$ cat src/rtl/zero_one_run_detector.sv
// Streaming all-zero / all-ones word monitor with saturating run counters, threshold alarms and sticky flags.
// Optional DETECT_MASK_EN adds in_mask; masked-out bits are ignored, an all-zero mask matches neither class.
module zero_one_run_detector #(
    parameter int unsigned WIDTH      = 8,
    parameter int unsigned CNT_W      = 8,
    parameter int unsigned RUN_THRESH = 4
) (
    input  logic             clk,
    input  logic             rst_n,
    input  logic             in_valid,
    input  logic [WIDTH-1:0] in_data,
`ifdef DETECT_MASK_EN
    input  logic [WIDTH-1:0] in_mask,
`endif
    input  logic             clear,
    output logic             out_valid,
    output logic             zero,
    output logic             one,
    output logic [CNT_W-1:0] zero_run,
    output logic [CNT_W-1:0] one_run,
    output logic             zero_alarm,
    output logic             one_alarm,
    output logic             zero_sticky,
    output logic             one_sticky
);

    localparam logic [CNT_W-1:0] THRESH = CNT_W'(RUN_THRESH);

    logic             z_hit, o_hit;
    logic             out_valid_q, out_valid_d;
    logic             zero_q, zero_d, one_q, one_d;
    logic [CNT_W-1:0] zero_run_q, zero_run_d, one_run_q, one_run_d;
    logic             zero_sticky_q, zero_sticky_d, one_sticky_q, one_sticky_d;

`ifdef DETECT_MASK_EN
    always_comb begin
        z_hit = (~|(in_data & in_mask)) & (|in_mask);
        o_hit = (&(in_data | ~in_mask)) & (|in_mask);
    end
`else
    always_comb begin
        z_hit = ~|in_data;
        o_hit = &in_data;
    end
`endif

    // Clear zeroes the base count first, so a qualifying word in the same cycle yields 1.
    function automatic logic [CNT_W-1:0] run_next(input logic [CNT_W-1:0] run,
                                                   input logic hit,
                                                   input logic clr,
                                                   input logic vld);
        logic [CNT_W-1:0] base;
        base = clr ? '0 : run;
        if (!vld)
            return base;
        if (!hit)
            return '0;
        return (base == '1) ? base : base + CNT_W'(1);
    endfunction

    always_comb begin
        out_valid_d   = in_valid;
        zero_d        = in_valid ? z_hit : zero_q;
        one_d         = in_valid ? o_hit : one_q;
        zero_run_d    = run_next(zero_run_q, z_hit, clear, in_valid);
        one_run_d     = run_next(one_run_q,  o_hit, clear, in_valid);
        zero_sticky_d = clear ? 1'b0 : (zero_sticky_q | (zero_run_d >= THRESH));
        one_sticky_d  = clear ? 1'b0 : (one_sticky_q  | (one_run_d  >= THRESH));
    end

    always_ff @(posedge clk or negedge rst_n) begin
        if (!rst_n) begin
            out_valid_q   <= 1'b0;
            zero_q        <= 1'b0;
            one_q         <= 1'b0;
            zero_run_q    <= '0;
            one_run_q     <= '0;
            zero_sticky_q <= 1'b0;
            one_sticky_q  <= 1'b0;
        end else begin
            out_valid_q   <= out_valid_d;
            zero_q        <= zero_d;
            one_q         <= one_d;
            zero_run_q    <= zero_run_d;
            one_run_q     <= one_run_d;
            zero_sticky_q <= zero_sticky_d;
            one_sticky_q  <= one_sticky_d;
        end
    end

    always_comb begin
        out_valid   = out_valid_q;
        zero        = zero_q;
        one         = one_q;
        zero_run    = zero_run_q;
        one_run     = one_run_q;
        zero_alarm  = (zero_run_q >= THRESH);
        one_alarm   = (one_run_q  >= THRESH);
        zero_sticky = zero_sticky_q;
        one_sticky  = one_sticky_q;
    end

endmodule

$ cat config.mk
export PLATFORM = sky130hd
export DESIGN_NAME = zero_one_run_detector
export DESIGN_NICKNAME = d
export VERILOG_FILES = /design/src/rtl/zero_one_run_detector.sv
export SDC_FILE = /design/constraint.sdc
export NUM_CORES = 1
export LEC_CHECK = 0
export CAP_MARGIN = 10
export CORE_UTILIZATION = 51
export CTS_CLUSTER_DIAMETER = 60
export CTS_CLUSTER_SIZE = 14
export DETAILED_ROUTE_END_ITERATION = 6
export GPL_ROUTABILITY_DRIVEN = 0
export PLACE_DENSITY = 0.87
export REMOVE_ABC_BUFFERS = 1
export SLEW_MARGIN = 40
export SYNTH_ARGS = -nofsm -noshare
export SYNTH_HDL_FRONTEND = slang
export SYNTH_SLANG_ARGS = --single-unit
$ cat constraint.sdc
create_clock -name clk -period 4.9 [get_ports clk]
set_input_delay 0.735 -clock clk [delete_from_list [all_inputs] [get_ports clk]]
set_output_delay 0.735 -clock clk [all_outputs]
set_load 0.02 [all_outputs]
; Word-level counts from Yosys, hierarchy flattened
; Cells that the tools add are included.
[totals]
register_bits = 21
latch_bits = 0
ram_bits = 0
rom_bits = 0
in_bits = 12
output_inout_bits = 23
memories = 0
[op_classes]
add_sub_neg = 2
n_mul = 0
n_div = 0
order_cmp = 4
n_eq_ne = 2
shift = 0
muxes = 18
bitwise = 2
n_reduce_logical = 3
[op_table]
columns = operator, count
row1 = $mux 8, 12
row2 = $ge 8x3->1 const B, 4
row3 = $add 8x1->8 const B, 2
row4 = $eq 8x8->1 const B, 2
row5 = $reduce_and 8->1, 1
row6 = $reduce_or 8->1, 1
row7 = $mux 1, 6
row8 = $or 1x1->1, 2
row9 = $logic_not 1->1, 1

; Logic depth before layout (Yosys ltp)
; Gate-level depths: netlist of the first run.
[depth]
depth_word = 8
depth_mapped = 10
mapped_depth_nobuf = 8

; Least setup slack after synthesis of the first run
; No wires, ideal clock.
[synth_timing]
path_kind = input port to flip-flop
from = input clear
to = register one_sticky_q, in the netlist one_sticky
setup_ns = 0.144
arrival_ns = 2.698
t_required_ns = 4.756
slack_ns = 2.058
cell_stages = 10
path_buffers = 2
cell_sequence = clkbuf_1 clkbuf_1 nor2b_1 ha_1 and4b_1 and3_1 o21ai_0 a21boi_1 nor3_1 a41oi_2
[synth_between]
elab_chain_cells = 8
[synth_lines]
columns = item, line_no
row1 = start: declaration, 15  ; input logic clear,
row2 = $mux 8 (*), 53  ; base = clr ? '0 : run;
row3 = $add 8x1->8 (tied with other cells), 58  ; return (base == '1) ? base : base + CNT_W'(1);
row4 = $mux 8 (on tied branches), "58, 56"
row5 = $mux 8, 58
row6 = $mux 8 (*), 56  ; if (!hit)
row7 = net one_run_d[3], 32  ; logic [CNT_W-1:0] zero_run_q, zero_run_d, one_run_q, one_run_d;
row8 = $ge 8x3->1 (*), 68  ; one_sticky_d = clear ? 1'b0 : (one_sticky_q | (one_run_d >= THRESH));
row9 = $or 1x1->1 (*), 68
row10 = $mux 1 (*), 68
row11 = net one_sticky_d, 33  ; logic zero_sticky_q, zero_sticky_d, one_sticky_q, one_sticky_d;
row12 = end signal: assignment, 87  ; one_sticky_q <= one_sticky_d;
row13 = end: declaration, 33
; The timed path passes the listed nets; every way through them passes the cells marked *. The select of a mux whose other input is x is not followed.
; A chain may end at the register's enable or synchronous reset.

; Worst setup path after layout of the first run
; Same ends and word-level chain as after synthesis.

==> results.md, run 1 <==
* Status: completed
* Final hold slack at 0.366 ns
* Post-DR vias/cell at 6.22
* Largest net degree at the start of global routing at 22
* Cell Area, Synth at 0.00128 mm^2
* TritonCTS sink count at 21
* Post-synth EDFFs at 0
* RSZ-0062 raised after global routing: false
* Number of global-route vias before repair at 1145
* Dpl hpwl at 2.34 mm
* Max Slew Vio Count at 0
* Total global-route track usage at 26.1%
* Clock Path Buffers at 2
* CP endpoint kind: flop
* Power per Cell Area at 170 mW/mm^2
* Post-CTS Resized at 0
* Initial antenna violation count at 0
* Total iterations of the first detailed-routing run at 4
* Maximum VDD drop at 0.000186 V
* Cell area after layout at 0.00165 mm^2
* Sw Pwr at 65.9 uW
* Via count at 1276
* Die area at 0.00272 mm^2
* Post-CTS setup buffers at 0
* Initial Utilization at 55.9%
* CTS tree: yes
* Initial DRC Count at 26
* Share of power burned in registers at 61.8%
* Period minus WS final at 3.32 ns
* Per-cell routed wire length at 15.8 um
* Main synth FF type: dfrtp_1
* Sequential area share after synthesis at 40.9%
* Slowest stage cell, crit path: clkdlybuf4s50_1
* Synth Warn # at 0
* First-pass GRT wire length at 5.23 mm
* Max_cap viols at 0
* Leakage at 0.668 nW
* Nets at 191
* FP Rows at 17
* Die Ht at 52.2 um
* Synth async-reset ratio at 100%
* Synth unique cells at 41
* H-Tree Level Count at 1
* R2R setup slack at 2.59 ns
* Worst Path Arrival at 3.47 ns
* Worst Tran Pin Value at 0.774 ns
* Port bufs at 34
* Required time worst endpoint at 5.06 ns
* Startpoint Class: input port
* Die X at 52.2 um
* Most frequent cells in the layout: 33 x clkdlybuf4s50_1, 21 x dfrtp_1, 16 x a21oi_1
* Clock share of power at 29.8%
* Setup Crit Path Kind: in2reg
* CTS root buffer: clkbuf_4
* Post-Route Skew at 0.000741 ns
* Logic gate share of total power at 8.4%
* Setup TNS at 0 ns
* Switching Fraction at 23.4%
* Num CTS Buffers at 3
* Hold Crit Class: in2async
* Max stage delay on crit path at 0.97 ns
* Layout area overhead at 28.6%
* Slew HR at 48.2%
* Commonest non-fill, non-tap cell in the layout: clkdlybuf4s50_1
* Highest fanout seen on the critical path at 21
* Internal at 216 uW
* Count of final setup violators at 0
* Clk Latency, worst-skew pair at 0.30 ns
* Final period utilization at 67.7%
* CTS Hold Bufs at 0
* Clk slew on worst S/H paths at 0.12 ns
* Post-DP Area at 0.00163 mm^2
* N_diodes at 0
* Placeable Area at 0.00230 mm^2
* Final antenna-violating net count at 0
* Syn Inst Count at 147
* Synth Register Bits at 21
* Endpoints failing hold at 0
* CP cell instances: clkdlybuf4s50_1 -> nor2b_1 -> ha_1 -> and4b_1 -> and3_1 -> o21ai_0 -> a21boi_1 -> nor3_1 -> a41oi_2
* DRC Markers at 0
* Layout cell share with drive strength beyond 1 at 6.78%
* Total congestion overflow at 0
* Syn_area_per_cell at 8.74 um^2
* Peak Freq at 301 MHz
* Io pins at 35
* Overall routed net length at 3.23 mm
-- state kept, by name, indices dropped and copies added (netlist names) --
signal       flops
one              1
one_run          8
one_sticky       1
out_valid        1
zero             1
zero_run         8
zero_sticky      1
-- worst max-delay path, delay by kind of cell --
kind | cells | cell delay (ns)
adders and majority gates | 1 | 0.31
and+or+nand+nor | 4 | 0.97
buffers and inverters | 1 | 0.97
AOI/OAI and AO/OA | 3 | 0.46
-- routing by layer --
| layer | vias to the layer above | share of wire [%] | track usage, % |
|---|---|---|---|
| met3 | 2 | 6.6 | 5.22 |
| met1 | 602 | 46 | 35.8 |
| li1 | 614 | - | - |
| met4 | 0 | 0.43 | 10.5 |
| met2 | 58 | 47 | 40.2 |
| met5 | - | 0 | 0 |
-- metrics by stage --
stage | utilization (%) | power, mW | instances | setup slack [ns]
CTS | 71.9 | 0.284 | 205 | 1.67
detailed placement | 70.8 | 0.201 | 201 | 1.34
global route | 71.9 | 0.292 | 205 | 1.44
floorplan | - | 0.182 | 139 | 2.65
global placement | 70.8 | 0.201 | 201 | 1.46
finish | 71.9 | 0.282 | 205 | 1.58
-- power by group through the flow --
stage,clock (mW),combinational (mW),sequential (mW)
after floorplan,0,0.00421,0.178
after global placement,0,0.0235,0.177
after detailed placement,0,0.0239,0.177
after CTS,0.0861,0.0239,0.174
after global routing,0.0913,0.0262,0.174
final,0.0840,0.0237,0.174
-- logic make-up (layout without fill, tap and decap cells) --
family          Yosys count  count (layout)  share of synthesized area, %
buf+inv                  10              40                          3.21
fa+ha+maj                 1               1                         0.974
compound gates           44              44                          22.3
mux                       2               2                          1.66
simple gates             69              69                          31.0
flops                    21              21                          40.9
-- Yosys cell counts (2+ instances only) --
cell       n  area (um^2)
buf_2      3         15.0
and4b_1    2         20.0
a41oi_1    4         35.0
nand2b_1   3         18.8
clkbuf_1   5         18.8
nand4_1    3         18.8
nor3_1     3         15.0
and3_1     3         18.8
o21ai_1    6         30.0
nor4_1     5         31.3
nor2_1    13         48.8
nand3_1    5         25.0
nor2b_1    9         56.3
dfrtp_1   21          526
a21o_1     3         22.5
o21ai_0    4         20.0
a21oi_1   16         80.1
inv_1      2         7.51
nand4b_1   3         26.3
nand2_1   13         48.8
-- layout make-up --
type | count | area [um^2]
Tap cell | 28 | 35.0
Fill cell | 191 | 644
Multi-Input combinational cell | 116 | 723
Inverter | 2 | 7.51
Sequential cell | 21 | 526
Clock buffer | 4 | 26.3
Timing Repair Buffer | 34 | 335
-- path summary, 6_finish.rpt --
| check | start | end | cells after the start |
|---|---|---|---|
| worst min register to register | zero | zero | 1 |
| max in group asynchronous | rst_n | zero_run[0] | 1 |
| worst max-delay path | clear | one_sticky | 9 |
| min in group clk | zero | zero | 1 |
| worst min-delay path | rst_n | one | 1 |
| worst max register to register | one_run[1] | one_sticky | 8 |
No activity file was read; power rests on OpenSTA's default activity.
==> run 2, diff against run 1 <==
Settings changed: CORE_UTILIZATION 51 to 47, PLACE_DENSITY 0.87 to 0.81.
Clock period 4.9 ns to 3.4 ns, I/O delays scaled along.
==> run 2 against run 1 <==
Compared with the run above: total power is 46% higher; clock power increased by 48%; non-clock buffer count rose by 3; highest routed layer unchanged.
==> results.md, run 2 (synthesis results as in run 1) <==
* Status: completed
* Initial antenna violation count at 0 (unchanged)
* Commonest non-fill, non-tap cell in the layout: clkdlybuf4s50_1
* Layout area overhead at 30.5%
* Power per Cell Area at 246 mW/mm^2 (+44%)
* Period minus WS final at 2.37 ns
* CTS root buffer: clkbuf_4
* Post-DR vias/cell at 6.25 (+0.37%)
* Overall routed net length at 3.42 mm (+5.8%)
* Setup Crit Path Kind: in2reg
* Max_cap viols at 0 (unchanged)
* Startpoint Class: input port
* N_diodes at 0 (unchanged)
* FF-to-FF path depth at 8 (unchanged)
* Dpl hpwl at 2.54 mm (+8.5%)
* Io pins at 35 (unchanged)
* Required time worst endpoint at 3.60 ns (-1.46 ns)
* Die Ht at 54.3 um (+4.0%)
* Post-CTS Resized at 0 (unchanged)
* CTS tree: yes
* GRT met1 Usage at 34.1% (-1.7 points)
* Clock Path Buffers at 2 (unchanged)
* Most frequent cells in the layout: 33 x clkdlybuf4s50_1, 21 x dfrtp_1, 16 x a21oi_1
* Placeable Area at 0.00252 mm^2 (+9.8%)
* Final period utilization at 69.6%
* First-pass GRT wire length at 5.37 mm (+2.6%)
* CTS Hold Bufs at 0 (unchanged)
* Number of global-route vias before repair at 1165 (+1.7%)
* M2 GR Usage at 41.3% (+1.1 points)
* Num CTS Buffers at 3 (unchanged)
* Per-cell routed wire length at 16.3 um (+3.3%)
* FF+latch area at 526 um^2 (unchanged)
* Hold Crit Class: in2async
* CP cell instances: clkdlybuf4s50_1 -> nor2b_1 -> ha_1 -> and4b_1 -> nand2_1 -> o21ai_0 -> a21oi_1 -> nor3_1 -> a41oi_2
* Final antenna-violating net count at 0 (unchanged)
* Multi-input combinational cell area at 718 um^2 (-0.69%)
* FILL cells at 212 (+11%)
* Endpoints failing hold at 0 (unchanged)
* Crit path buf inv count at 1 (unchanged)
* Total congestion overflow at 0 (unchanged)
* TritonCTS sink count at 21 (unchanged)
* Port bufs at 34 (unchanged)
* Critical Path Sink: one_sticky
* Nets at 194 (+1.6%)
* Post-Route Skew at 0.00970 ns (+0.00896 ns)
* Highest fanout seen on the critical path at 5 (-76%)
* Post-CTS setup buffers at 0 (unchanged)
* Total iterations of the first detailed-routing run at 4 (unchanged)
* FP Rows at 18 (+1)
* Initial Utilization at 50.9% (-5.0 points)
* Slew HR at 65.1% (+17 points)
* Worst Path Arrival at 2.57 ns (-0.90 ns)
* Count of final setup violators at 0 (unchanged)
* Crit-path leading delay family: simple AND/OR/NAND/NOR gates
* Via count at 1312 (+2.8%)
* CP endpoint kind: flop
* Final Util at 66.5% (-5.5 points)
* Worst Setup SP: clear
* Max Slew Vio Count at 0 (unchanged)
* FF-to-FF End: one_sticky
* Die X at 54.3 um (+4.0%)
* Initial DRC Count at 43 (+65%)
* Clk slew on worst S/H paths at 0.12 ns (about the same)
* Reg-to-Reg Start: one_run[1]
* RSZ-0062 raised after global routing: false
* H-Tree Level Count at 1 (unchanged)
* R2R setup slack at 1.27 ns (-1.32 ns)
* Worst Tran Pin Value at 0.519 ns (-0.255 ns)
* Peak Freq at 422 MHz
* Die area at 0.00295 mm^2 (+8.2%)
* Largest net degree at the start of global routing at 22 (unchanged)
* Most Crowded Layer GR: met2
* Layout cell share with drive strength beyond 1 at 8.33% (+1.6 points)
* Setup TNS at 0 ns (unchanged)
* Maximum VDD drop at 0.000248 V (+33%)
* Crit. path cell count at 9 (unchanged)
* Clk Latency, worst-skew pair at 0.31 ns (about the same)
* Max stage delay on crit path at 0.44 ns (-0.53 ns)
* Total global-route track usage at 26.1% (about the same)
* GR Util met3 at 7.50% (+2.3 points)
* DRC Markers at 0 (unchanged)
* Leakage at 0.682 nW (+2.1%)
* Slowest stage cell, crit path: clkdlybuf4s50_1
-- run 2: changes by cell type in the layout (fill, tap and decap cells not counted) --
cell	before	now
buf_4	0	3
nor3_2	1	0
nor3_1	2	3
clkbuf_1	1	0
clkinvlp_4	0	1
-- run 2: layer usage --
| layer | routed length (um) | vias to the layer above | part of all wire [%] |
|---|---|---|---|
| li1 | - | 613 | - |
| met4 | 46 | 0 | 1.3 |
| met1 | 1510 | 638 | 44 |
| met5 | 0 | - | 0 |
| met3 | 229 | 7 | 6.7 |
| met2 | 1640 | 54 | 48 |
-- run 2: power breakdown --
group / leakage, nW / total, mW / switching, mW / internal (mW)
combinational: 0.377 / 0.0370 / 0.0207 / 0.0164
clock: 0.0139 / 0.124 / 0.0792 / 0.0449
sequential: 0.291 / 0.251 / 0.000326 / 0.250
-- run 2: worst min path at each step --
stage | end
CTS | zero_sticky
detailed placement | one
global placement | one
floorplan | one
finish | zero_sticky
global route | zero_run[2]
-- run 2: metrics by stage --
stage / total power [mW] / hold WS [ns] / setup WS (ns) / cells / instance area (um^2)
final: 0.412 / 0.126 / 1.03 / 210 / 1680
after global routing: 0.435 / 0.138 / 0.883 / 210 / 1680
after CTS: 0.416 / 0.138 / 1.03 / 210 / 1680
after detailed placement: 0.293 / 0.468 / 0.699 / 206 / 1650
after global placement: 0.292 / 0.463 / 0.834 / 206 / 1650
after floorplan: 0.263 / 0.214 / 1.37 / 139 / 1250
-- run 2: layout make-up --
class,count,share of cell area (%)
clock inverter,1,0.448
multi-input combinational,116,42.8
timing repair buffer,37,21.3
tap,30,2.24
clock buffer,3,1.34
inverter,2,0.448
sequential,21,31.3
